[config.mk]
export PLATFORM = sky130hd
export DESIGN_NAME = hs_responder
export DESIGN_NICKNAME = d
export VERILOG_FILES = /design/src/rtl/hs_pkg.sv /design/src/rtl/hs_lat_cnt.sv /design/src/rtl/hs_responder.sv
export SDC_FILE = /design/constraint.sdc
export NUM_CORES = 1
export LEC_CHECK = 0
export ABC_AREA = 1
export ABC_CLOCK_PERIOD_IN_PS = 2200
export BUFFER_PORTS_ARGS = -buffer_cell sky130_fd_sc_hd__buf_2
export CORE_MARGIN = 3
export CORE_UTILIZATION = 40
export DETAILED_ROUTE_END_ITERATION = 10
export PLACE_DENSITY_LB_ADDON = 0.15
export SETUP_SLACK_MARGIN = 0.15
export SYNTH_ARGS = -nofsm -noshare
export SYNTH_HDL_FRONTEND = slang
export SYNTH_SLANG_ARGS = --single-unit
[constraint.sdc]
create_clock -name sys_clk -period 2.2 [get_ports sys_clk]
set_input_delay 0.22 -clock sys_clk [delete_from_list [all_inputs] [get_ports sys_clk]]
set_output_delay 0.22 -clock sys_clk [all_outputs]
set_load 0.01 [all_outputs]
[src/rtl/hs_pkg.sv]
// hs_pkg: shared FSM states, request/response handshake types and the response formatter
package hs_pkg;
  localparam int REQ_W = 3;
  localparam int RSP_W = 4;
  localparam int LAT_W = 4;
  typedef enum logic [1:0] {IDLE, CALC, RESP} state_e;
  typedef struct packed {
    logic             valid;
    logic [REQ_W-1:0] data;
  } hs_req_t;
  typedef struct packed {
    logic             valid;
    logic [RSP_W-1:0] data;
  } hs_rsp_t;
  function automatic logic [RSP_W-1:0] rsp_fmt(input logic [REQ_W-1:0] d);
    return {d, ^d};
  endfunction
endpackage

[src/rtl/hs_lat_cnt.sv]
// hs_lat_cnt: loadable down-counter that holds at zero
// ports: clk, rst (sync, active-high), load_i/val_i load a count, dec_i decrements, cnt_o current count
module hs_lat_cnt
  import hs_pkg::*;
(
  input  logic             clk,
  input  logic             rst,
  input  logic             load_i,
  input  logic             dec_i,
  input  logic [LAT_W-1:0] val_i,
  output logic [LAT_W-1:0] cnt_o
);
  logic [LAT_W-1:0] cnt_q;
  always_ff @(posedge clk)
    cnt_q <= rst ? '0 : load_i ? val_i : (dec_i && cnt_q != '0) ? cnt_q - LAT_W'(1) : cnt_q;
  assign cnt_o = cnt_q;
endmodule

[src/rtl/hs_responder.sv]
// hs_responder: single-outstanding request/response slave with fixed processing latency
// ports: sys_clk, sys_rst (sync, active-high); req_valid/req_data/req_ready request side;
//        rsp_valid/rsp_data/rsp_ready response side; txn_cnt completed responses (wraps);
//        proto_err sticky master-violation flag, present only when HS_RESPONDER_CHK_EN is defined
module hs_responder
  import hs_pkg::*;
#(
  parameter int PROC_LAT = 2,
  parameter int CNT_W    = 4
) (
  input  logic             sys_clk,
  input  logic             sys_rst,
  input  logic             req_valid,
  input  logic [2:0]       req_data,
  output logic             req_ready,
  output logic             rsp_valid,
  output logic [3:0]       rsp_data,
  input  logic             rsp_ready,
  output logic [CNT_W-1:0] txn_cnt
`ifdef HS_RESPONDER_CHK_EN
  ,
  output logic             proto_err
`endif
);
  state_e           state_q, state_d;
  logic             rdy_q, vld_q, acc, hs;
  logic [3:0]       data_q;
  logic [CNT_W-1:0] cnt_q;
  logic [LAT_W-1:0] lat;
  assign acc = req_valid & rdy_q;
  assign hs  = vld_q & rsp_ready;
  hs_lat_cnt u_lat (
    .clk   (sys_clk),
    .rst   (sys_rst),
    .load_i(acc),
    .dec_i (state_q == CALC),
    .val_i (LAT_W'(PROC_LAT)),
    .cnt_o (lat)
  );
  // the final CALC cycle is the one where the counter still reads 1
  always_comb begin
    state_d = state_q;
    state_d = state_q == IDLE ? (acc ? (PROC_LAT == 0 ? RESP : CALC) : IDLE) :
              state_q == CALC ? (lat == LAT_W'(1) ? RESP : CALC) :
              (hs ? IDLE : RESP);
  end
  always_ff @(posedge sys_clk) begin
    if (sys_rst) begin
      state_q <= IDLE;
      rdy_q   <= 1'b1;
      vld_q   <= 1'b0;
      data_q  <= '0;
      cnt_q   <= '0;
    end else begin
      state_q <= state_d;
      rdy_q   <= state_d == IDLE;
      vld_q   <= state_d == RESP;
      if (acc) data_q <= rsp_fmt(req_data);
      if (hs) cnt_q <= cnt_q + CNT_W'(1);
    end
  end
  assign req_ready = rdy_q;
  assign rsp_valid = vld_q;
  assign rsp_data  = data_q;
  assign txn_cnt   = cnt_q;
`ifdef HS_RESPONDER_CHK_EN
  // pend_q: last cycle had a stalled response while the master drove a request
  logic       pend_q, err_q;
  logic [2:0] pd_q;
  always_ff @(posedge sys_clk) begin
    if (sys_rst) begin
      pend_q <= 1'b0;
      pd_q   <= '0;
      err_q  <= 1'b0;
    end else begin
      pend_q <= vld_q & ~rsp_ready & req_valid;
      pd_q   <= req_data;
      if (state_q == RESP && pend_q && (!req_valid || req_data != pd_q)) err_q <= 1'b1;
    end
  end
  assign proto_err = err_q;
`endif
endmodule
==> out/qor.yml, run 1 <==
drc: 0
final_max_slew_viol_count: 0
die_x_um: 49.4
vdd_drop_max_uv: 527
postCtsHoldBufs: 0
synth_xor_area_frac: 0.0116
synth_compound_area_frac: 0.0597
synth_nets: 120
worst_slack_ns: 1.03
timing.rr.start: "u_lat.cnt_o[0]"
nets: 141
htreeDepth: 1
r2r_slack_ns: 1.03
synth_top_family_by_area: "simple AND/OR/NAND/NOR gates"
grt_max_degree: 10
first_pass_iters: 4
core_area_mm2: 0.00175
drive_above_1_share: 0.202
cts.sinks: 16
dieArea_mm2: 0.00244
avgSynthCellArea_um2: 6.92
worstHoldPathType: "primary input to flop"
grt_pass1_wl_mm: 2.69
cp.arrival_ns: 1.41
clkTransAtPathRegs_ns: 0.10
hold_depth: 2
portBuffers: 16
final_antenna_net_count: 0
vias_per_cell: 4.42
p_leak_nw: 0.494
min_to: "txn_cnt[0]"
ys_types: 15
fin_crit_sh: 0.530
setup.worst_path.start: "u_lat.cnt_o[0]"
max_freq_ghz: 0.858
crit_fanout: 6
netlist_area_um2: 754
slew_headroom: 0.846
synth_common_cells: "nand2_1, inv_1, dfxtp_1, nor2_1, nand3_1"
vias: 680
fin_tns_setup_ns: 0
gp_congestion: 0.809
powerDensity_mw_per_mm2: 851
nFillCells: 187
track_usage: 0.141
r2r_cells: 7
yosys.area_share.adder: 0.0663
syn_to_final_growth_pct: 19.6
hold_path_startpoint: "sys_rst"
initial_utilization: 0.432
yosysMostFrequentCell: "nand2_1"
die_h_um: 49.4
skew_ns: 0.00699
hpwl_mm: 1.11
multiInputGateArea_um2: 359
cts_root_buf: "clkbuf_4"
regArea_um2: 320
synthMuxAreaShare: 0
fin_cells: 154
status: "finished clean"
crit_path_end_kind: "flop"
netlist.area_leader.share: 0.425
critPathSlowestCell: "dfxtp_1"
routed_wl_mm: 1.39
clockBufferDepth: 2
cts-resized-gates: 0
synthArstFlopShare: 0
crit_type: "flop to flop"
synth_edf_count: 0
clk_latency_ns: 0.29
crit_buf_inv: 1
dp_cells: 150
postPlaceCellArea_um2: 866
cts_setup_buffers: 0
antenna_found_initial: 0
hold_viol: 0
drv_cap: 0
worst_path_dominant_cell_family: "simple AND/OR/NAND/NOR gates"
start_kind: "flop"
synth_seq_area_share: 0.425
holdWs_ns: 0.145
synth_area_leaders: "dfxtp_1, nand2_1, inv_1"
synthSimpleGateAreaFrac: 0.338
fin_crit_ns: 1.17
place_ws_ns: 1.05
syn_inst: 109
rsz0062_at_grt: "false"
r2r_end: "u_lat.cnt_o[3]"
synth_warnings: 0
cp.required_ns: 2.44
tightest_slew_ns: 0.231
num_rows: 15
n_antenna_cell: 0
first_global_vias: 653
synth_ff_type: "dfxtp_1"
drtIter0Drc: 5
cts_tree: "done"
setup-violations-final: 0
worstPathCellList: "inv_1 -> ha_1 -> nand2_2 -> nand2_2 -> nor2_2 -> nor2_1 -> nor2_1"
cts_buffers: 3
ys_ff_latch: 16
grt-ovfl-total: 0
netlist.top_cell.by_area: "dfxtp_1"
slowest_delay_ns: 0.38
avgRoutedWirePerCell_um: 9.05
ios: 17
fin_area_um2: 902
## cells by family after synthesis
family,Yosys count
DFF,16
AOI/OAI and AO/OA,9
buffers and inverters,20
and+or+nand+nor,59
adders and majority gates,4
xor gates and xnor gates,1
## flip-flops by register name (all words and copies together), names as in the netlist
| name | flops |
|---|---|
| rsp_valid | 1 |
| u_lat.cnt_o | 4 |
| txn_cnt | 4 |
| req_ready | 1 |
| state_q | 2 |
| rsp_data | 4 |
## worst max path at each step
stage,end,cells after the start
after global routing,u_lat.cnt_o[2],7
after detailed placement,u_lat.cnt_o[3],7
final,u_lat.cnt_o[3],7
after CTS,u_lat.cnt_o[3],7
after floorplan,u_lat.cnt_o[1],7
after global placement,u_lat.cnt_o[1],7
## cells in the final DEF (no fill, tap or decap), drive strengths merged, types with 3 or more instances in the layout
master / synthesis / routed
inv: 20 / 20
ha: 4 / 4
nand3: 8 / 8
o21ai: 3 / 3
buf: 0 / 16
a21oi: 6 / 6
nand2: 29 / 29
dfxtp: 16 / 16
nor2: 19 / 19
clkbuf: 0 / 4
## area by class of cell
cell class | count | area share
well taps | 25 | 0.0347
flip-flops and latches | 16 | 0.355
clock buffers | 4 | 0.0402
repair buffers | 16 | 0.0888
inverters | 20 | 0.0832
multi-input cells | 73 | 0.398
## report_power, final
group | leakage [nW] | internal, mW | switching [mW]
clock network | 0.0210 | 0.101 | 0.0984
logic | 0.342 | 0.0784 | 0.136
registers | 0.131 | 0.331 | 0.0233
## metal layers
metal,vias to the layer above,track usage,routed length (µm)
li1,374,-,-
met1,290,0.171,660
met2,11,0.230,650
met3,5,0.0367,49
met4,0,0.0691,33
met5,-,0,0
## through the flow
step	total power, mW	util
after floorplan	0.516	-
after global placement	0.571	0.496
after detailed placement	0.577	0.496
after CTS	0.777	0.517
after global routing	0.825	0.517
final	0.768	0.517
Note: power is estimated with default switching activity, not from simulation.
==> inputs of run 2 (changes only) <==
--- a/config.mk
+++ b/config.mk
@@ -6,7 +6,7 @@
 export NUM_CORES = 1
 export LEC_CHECK = 0
 export ABC_AREA = 1
-export ABC_CLOCK_PERIOD_IN_PS = 2200
+export ABC_CLOCK_PERIOD_IN_PS = 1000
 export BUFFER_PORTS_ARGS = -buffer_cell sky130_fd_sc_hd__buf_2
 export CORE_MARGIN = 3
 export CORE_UTILIZATION = 40
==> constraint.sdc (replaced) <==
create_clock -name sys_clk -period 1 [get_ports sys_clk]
set_input_delay 0.1 -clock sys_clk [delete_from_list [all_inputs] [get_ports sys_clk]]
set_output_delay 0.1 -clock sys_clk [all_outputs]
set_load 0.01 [all_outputs]
==> run 2 against run 1 <==
  * The run now ends with setup timing left
  * Sequential cell count stayed put
  * Clock power is 110% higher
  * Largest cell class unchanged
  * Die area stayed put
==> out/qor.yml, run 2 (synthesis gave the netlist of run 1 again) <==
hold_viol: 0  # unchanged
fin_tns_setup_ns: -0.233  # -0.233 ns
drv_cap: 0  # unchanged
initial_utilization: 0.432  # unchanged
clockBufferDepth: 2  # unchanged
fin_cells: 170  # +10%
cts.sinks: 16  # unchanged
n_antenna_cell: 0  # unchanged
regArea_um2: 344  # +7.4%
die_x_um: 49.4  # unchanged
vias: 786  # +16%
gp_congestion: 0.869  # +7.4%
ios: 17  # unchanged
drive_above_1_share: 0.628  # +0.426
rsz0062_at_grt: "true"
nets: 157  # +11%
routed_wl_mm: 1.92  # +38%
first_global_vias: 689  # +5.5%
num_rows: 15  # unchanged
clk_latency_ns: 0.27  # -0.02 ns
worst_slack_ns: -0.0517  # -1.09 ns
cts_root_buf: "clkbuf_4"
tightest_slew_ns: 0.307  # +0.0756 ns
fin_crit_ns: 1.05  # -0.114 ns
final_antenna_net_count: 0  # unchanged
slew_headroom: 0.795  # -0.0505
start_kind: "flop"
skew_ns: 0.00231  # -0.00468 ns
dieArea_mm2: 0.00244  # unchanged
grt_max_degree: 10  # unchanged
cts_buffers: 3  # unchanged
status: "finished, violations left"
layout_common_cells: "nand2_1, buf_4, buf_6"
portBuffers: 16  # unchanged
htreeDepth: 1  # unchanged
worstHoldPathType: "primary input to flop"
cp.arrival_ns: 1.28  # -0.13 ns
p_leak_nw: 0.615  # +25%
dp_cells: 154  # +2.7%
layout_commonest_cell: "nand2_1"
antenna_found_initial: 0  # unchanged
powerDensity_mw_per_mm2: 1660  # +95%
crit_fanout: 5  # -1
die_h_um: 49.4  # unchanged
drtIter0Drc: 6  # +1
grt_pass1_wl_mm: 2.77  # +3.0%
multiInputGateArea_um2: 518  # +44%
track_usage: 0.143  # +0.00201
nFillCells: 143  # -24%
vias_per_cell: 4.62  # +4.7%
crit_type: "flop to flop"
drc: 0  # unchanged
grt-ovfl-total: 0  # unchanged
violations: "setup timing"
final_max_slew_viol_count: 0  # unchanged
syn_to_final_growth_pct: 70.0
fin_crit_sh: 1.05  # +0.522
avgRoutedWirePerCell_um: 11.3  # +25%
first_pass_iters: 4  # unchanged
max_freq_ghz: 0.951  # +11%
cp.required_ns: 1.23  # -1.21 ns
vdd_drop_max_uv: 1150  # +120%
setup-violations-final: 7  # +7
core_area_mm2: 0.00175  # unchanged
clkTransAtPathRegs_ns: 0.09  # about the same
cts_tree: "done"
crit_path_end_kind: "flop"
hpwl_mm: 1.17  # +5.5%
==> run 2: cell types whose count changed in the layout (fill, tap and decap cells not counted), moves of 6 or more <==
cell | before | now
nor2_1 | 16 | 10
nand2_1 | 27 | 19
dfxtp_2 | 0 | 10
inv_1 | 19 | 11
dfxtp_1 | 16 | 3
buf_4 | 0 | 14
buf_6 | 0 | 12
buf_2 | 16 | 6
==> run 2: worst paths after layout <==
kind	startpoint	end	slack [ns]	cells past startpoint
worst max register to register	u_lat.cnt_o[1]	rsp_valid	-0.05	7
worst min register to register	txn_cnt[1]	txn_cnt[1]	0.55	2
worst min-delay path	req_data[2]	rsp_data[3]	0.09	3
worst max-delay path	u_lat.cnt_o[1]	rsp_valid	-0.05	7
==> run 2: through the flow <==
stage / instance area, µm² / setup slack [ns] / power [mW] / hold slack, ns / util
5_1_grt: 1280 / -0.124 / 2.29 / 0.0917 / 0.735
6_report: 1280 / -0.0517 / 2.12 / 0.0856 / 0.735
3_5_place_dp: 937 / -0.0525 / 1.34 / 0.388 / 0.537
4_1_cts: 1070 / -0.0519 / 1.85 / 0.0703 / 0.611
3_3_place_gp: 937 / -0.0453 / 1.33 / 0.378 / 0.537
2_1_floorplan: 796 / 0.0143 / 1.18 / 0.163 / -
==> run 2: final cells by class <==
| class | count | area share |
|---|---|---|
| inverters | 20 | 0.0644 |
| clock buffers | 4 | 0.0283 |
| flip-flops and latches | 16 | 0.268 |
| well taps | 25 | 0.0244 |
| multi-input cells | 73 | 0.404 |
| repair buffers | 32 | 0.211 |
==> run 2: critical path, cell delays in order, from the launching register on <==
cell,delay [ns]
dfxtp_2,0.34
inv_4,0.09
ha_4,0.13
nand2_2,0.05
nand2_2,0.07
nand4_1,0.11
buf_4,0.18
inv_2,0.03
==> run 2: timing repair <==
item	CTS	global route
endpoints found under the setup margin	20	25
buffers inserted	3	9
hold buffers	0	0
pin swaps	2	13
resized for setup	22	44
==> run 2: metal layers <==
layer / routed length [µm] / track usage / up-vias
met2: 1070 / 0.232 / 10
met1: 781 / 0.179 / 366
met3: 49 / 0.0306 / 2
li1: - / - / 408
met4: 12 / 0.0691 / 0
met5: 0 / 0 / -
==> run 2: report_power, final <==
| group | total, mW | internal (mW) | switching [mW] |
|---|---|---|---|
| clock | 0.415 | 0.221 | 0.194 |
| combinational | 0.868 | 0.424 | 0.444 |
| sequential | 0.841 | 0.743 | 0.0977 |
==> inputs of run 3 (changes only) <==
==> constraint.sdc (replaced) <==
create_clock -name sys_clk -period 1 [get_ports sys_clk]
set_input_delay 0.1 -clock sys_clk [delete_from_list [all_inputs] [get_ports sys_clk]]
set_output_delay 0.1 -clock sys_clk [all_outputs]
set_load 0.05 [all_outputs]
==> run 3 against run 2 <==
  * The flow still finishes with violations (setup timing)
  * Clock power increased by 7.5%
  * Count of clock-buffer cells in the layout did not move
  * Non-clock buffer count decreased by 9
  * Core utilization is 3.6 points lower
  * Maximum frequency fell by 2.1%
  * Critical endpoint is now u_lat.cnt_o[2]
==> out/qor.yml, run 3 (synthesis gave the netlist of run 1 again) <==
status: "finished, violations left"
violations: "setup timing"
crit_type: "flop to flop"
drtIter0Drc: 9  # +3
dieArea_mm2: 0.00244  # unchanged
crit_fanout: 4  # -1
grt-ovfl-total: 0  # unchanged
drt-met1-wl_um: 763  # -2.3%
grt_max_degree: 10  # unchanged
layout_commonest_cell: "nand2_1"
initial_utilization: 0.432  # unchanged
hpwl_mm: 1.30  # +11%
max_freq_ghz: 0.931  # -2.1%
clkTransAtPathRegs_ns: 0.10  # about the same
num_rows: 15  # unchanged
cts_root_buf: "clkbuf_4"
crit_top_cell: "nand2_1"
track_usage: 0.173  # +0.0295
nFillCells: 135  # -5.6%
fin_cells: 161  # -5.3%
fin_crit_ns: 1.07  # +0.0225 ns
p_total_mw: 2.32  # +9.0%
vdd_drop_max_uv: 1490  # +30%
clockBufferDepth: 2  # unchanged
postCtsHoldBufs: 0  # unchanged
first_pass_iters: 4  # unchanged
start_kind: "flop"
slew_headroom: 0.829  # +0.0337
slowest_delay_ns: 0.35  # about the same
crit_path_end_kind: "flop"
p_leak_nw: 0.580  # -5.8%
wl_met3_um: 87  # +78%
avgRoutedWirePerCell_um: 12.0  # +6.2%
die_h_um: 49.4  # unchanged
vias: 776  # -1.3%
vias_per_cell: 4.82  # +4.2%
multiInputGateArea_um2: 473  # -8.7%
portBuffers: 16  # unchanged
cts.sinks: 16  # unchanged
die_x_um: 49.4  # unchanged
critPathSlowestCell: "dfxtp_2"
clk_latency_ns: 0.30  # +0.03 ns
antenna_found_initial: 0  # unchanged
worstPathCellList: "inv_4 -> buf_4 -> ha_2 -> inv_1 -> nand2_1 -> nand2_1 -> nand3_1 -> a21oi_1"
grt_pass1_wl_mm: 3.17  # +14%
cts_buffers: 3  # unchanged
top_layer: "met4"
rsz0062_at_grt: "true"
setup-violations-final: 5  # -2
cp.required_ns: 1.24  # about the same
core_area_mm2: 0.00175  # unchanged
dp_cells: 154  # unchanged
met2WireLength_mm: 1.03  # -4.4%
first_global_vias: 770  # +12%
final_max_slew_viol_count: 0  # unchanged
powerDensity_mw_per_mm2: 1900  # +15%
skew_ns: 0.00130  # -0.00101 ns
worst_slack_ns: -0.0741  # -0.0225 ns
nets: 148  # -5.7%
fin_crit_sh: 1.07  # +0.0225
drive_above_1_share: 0.493  # -0.135
routed_wl_mm: 1.93  # +0.57%
syn_to_final_growth_pct: 61.7
n_antenna_cell: 0  # unchanged
drc: 0  # unchanged
drv_cap: 0  # unchanged
cp.arrival_ns: 1.31  # +0.03 ns
gp_congestion: 0.694  # -20%
regArea_um2: 352  # +2.2%
worstHoldPathType: "primary input to flop"
cts_tree: "done"
final_antenna_net_count: 0  # unchanged
layout_common_cells: "nand2_1, inv_1, nor2_1"
tightest_slew_ns: 0.257  # -0.0504 ns
ios: 17  # unchanged
htreeDepth: 1  # unchanged
hold_viol: 0  # unchanged
-- run 3: through the flow --
stage                      util  TNS, ns  area (µm²)  hold slack, ns  setup WS, ns
after floorplan               -        0         846           0.163        0.0189
after global placement    0.573  -0.0626        1000           0.328       -0.0626
after detailed placement  0.573   -0.116        1000           0.353       -0.0589
after CTS                 0.660   -0.139        1150          0.0282       -0.0686
after global routing      0.699   -0.665        1220          0.0424        -0.137
final                     0.699   -0.223        1220          0.0340       -0.0741
-- run 3: layout make-up --
type,instances,area share
Sequential cell,16,0.288
Clock buffer,4,0.0297
Inverter,20,0.0677
Timing Repair Buffer,23,0.201
Multi-Input combinational cell,73,0.388
Tap cell,25,0.0256
-- run 3: timing repair --
item,in CTS,in global routing
setup buffers,0,3
setup endpoints to repair,20,24
gates resized for setup,35,14
pin swaps,2,4
-- run 3: final timing paths --
path / from / end / slack, ns / cells after the start
setup reg to reg: u_lat.cnt_o[1] / u_lat.cnt_o[2] / -0.07 / 8
setup / recovery: u_lat.cnt_o[1] / u_lat.cnt_o[2] / -0.07 / 8
hold / removal: sys_rst / u_lat.cnt_o[1] / 0.03 / 2
hold reg to reg: txn_cnt[2] / txn_cnt[2] / 0.50 / 2
-- run 3: metal layers --
| metal | GRT usage | vias up |
|---|---|---|
| met5 | 0 | - |
| met1 | 0.183 | 359 |
| li1 | - | 391 |
| met4 | 0.111 | 0 |
| met2 | 0.304 | 21 |
| met3 | 0.0398 | 5 |
-- run 3: worst max-delay path: cells and delay by family (launching register included) --
family,cells,cell delay [ns]
AO/OA/AOI/OAI,1,0.12
adder cells (fa/ha/maj),1,0.17
buffers and inverters,3,0.23
flip-flops,1,0.35
AND/OR/NAND/NOR,3,0.15
-- run 3: report_power, final --
| part | switching [mW] | leakage (nW) | internal (mW) |
|---|---|---|---|
| clock | 0.223 | 0.0210 | 0.222 |
| sequential | 0.115 | 0.137 | 0.748 |
| combinational | 0.582 | 0.421 | 0.424 |
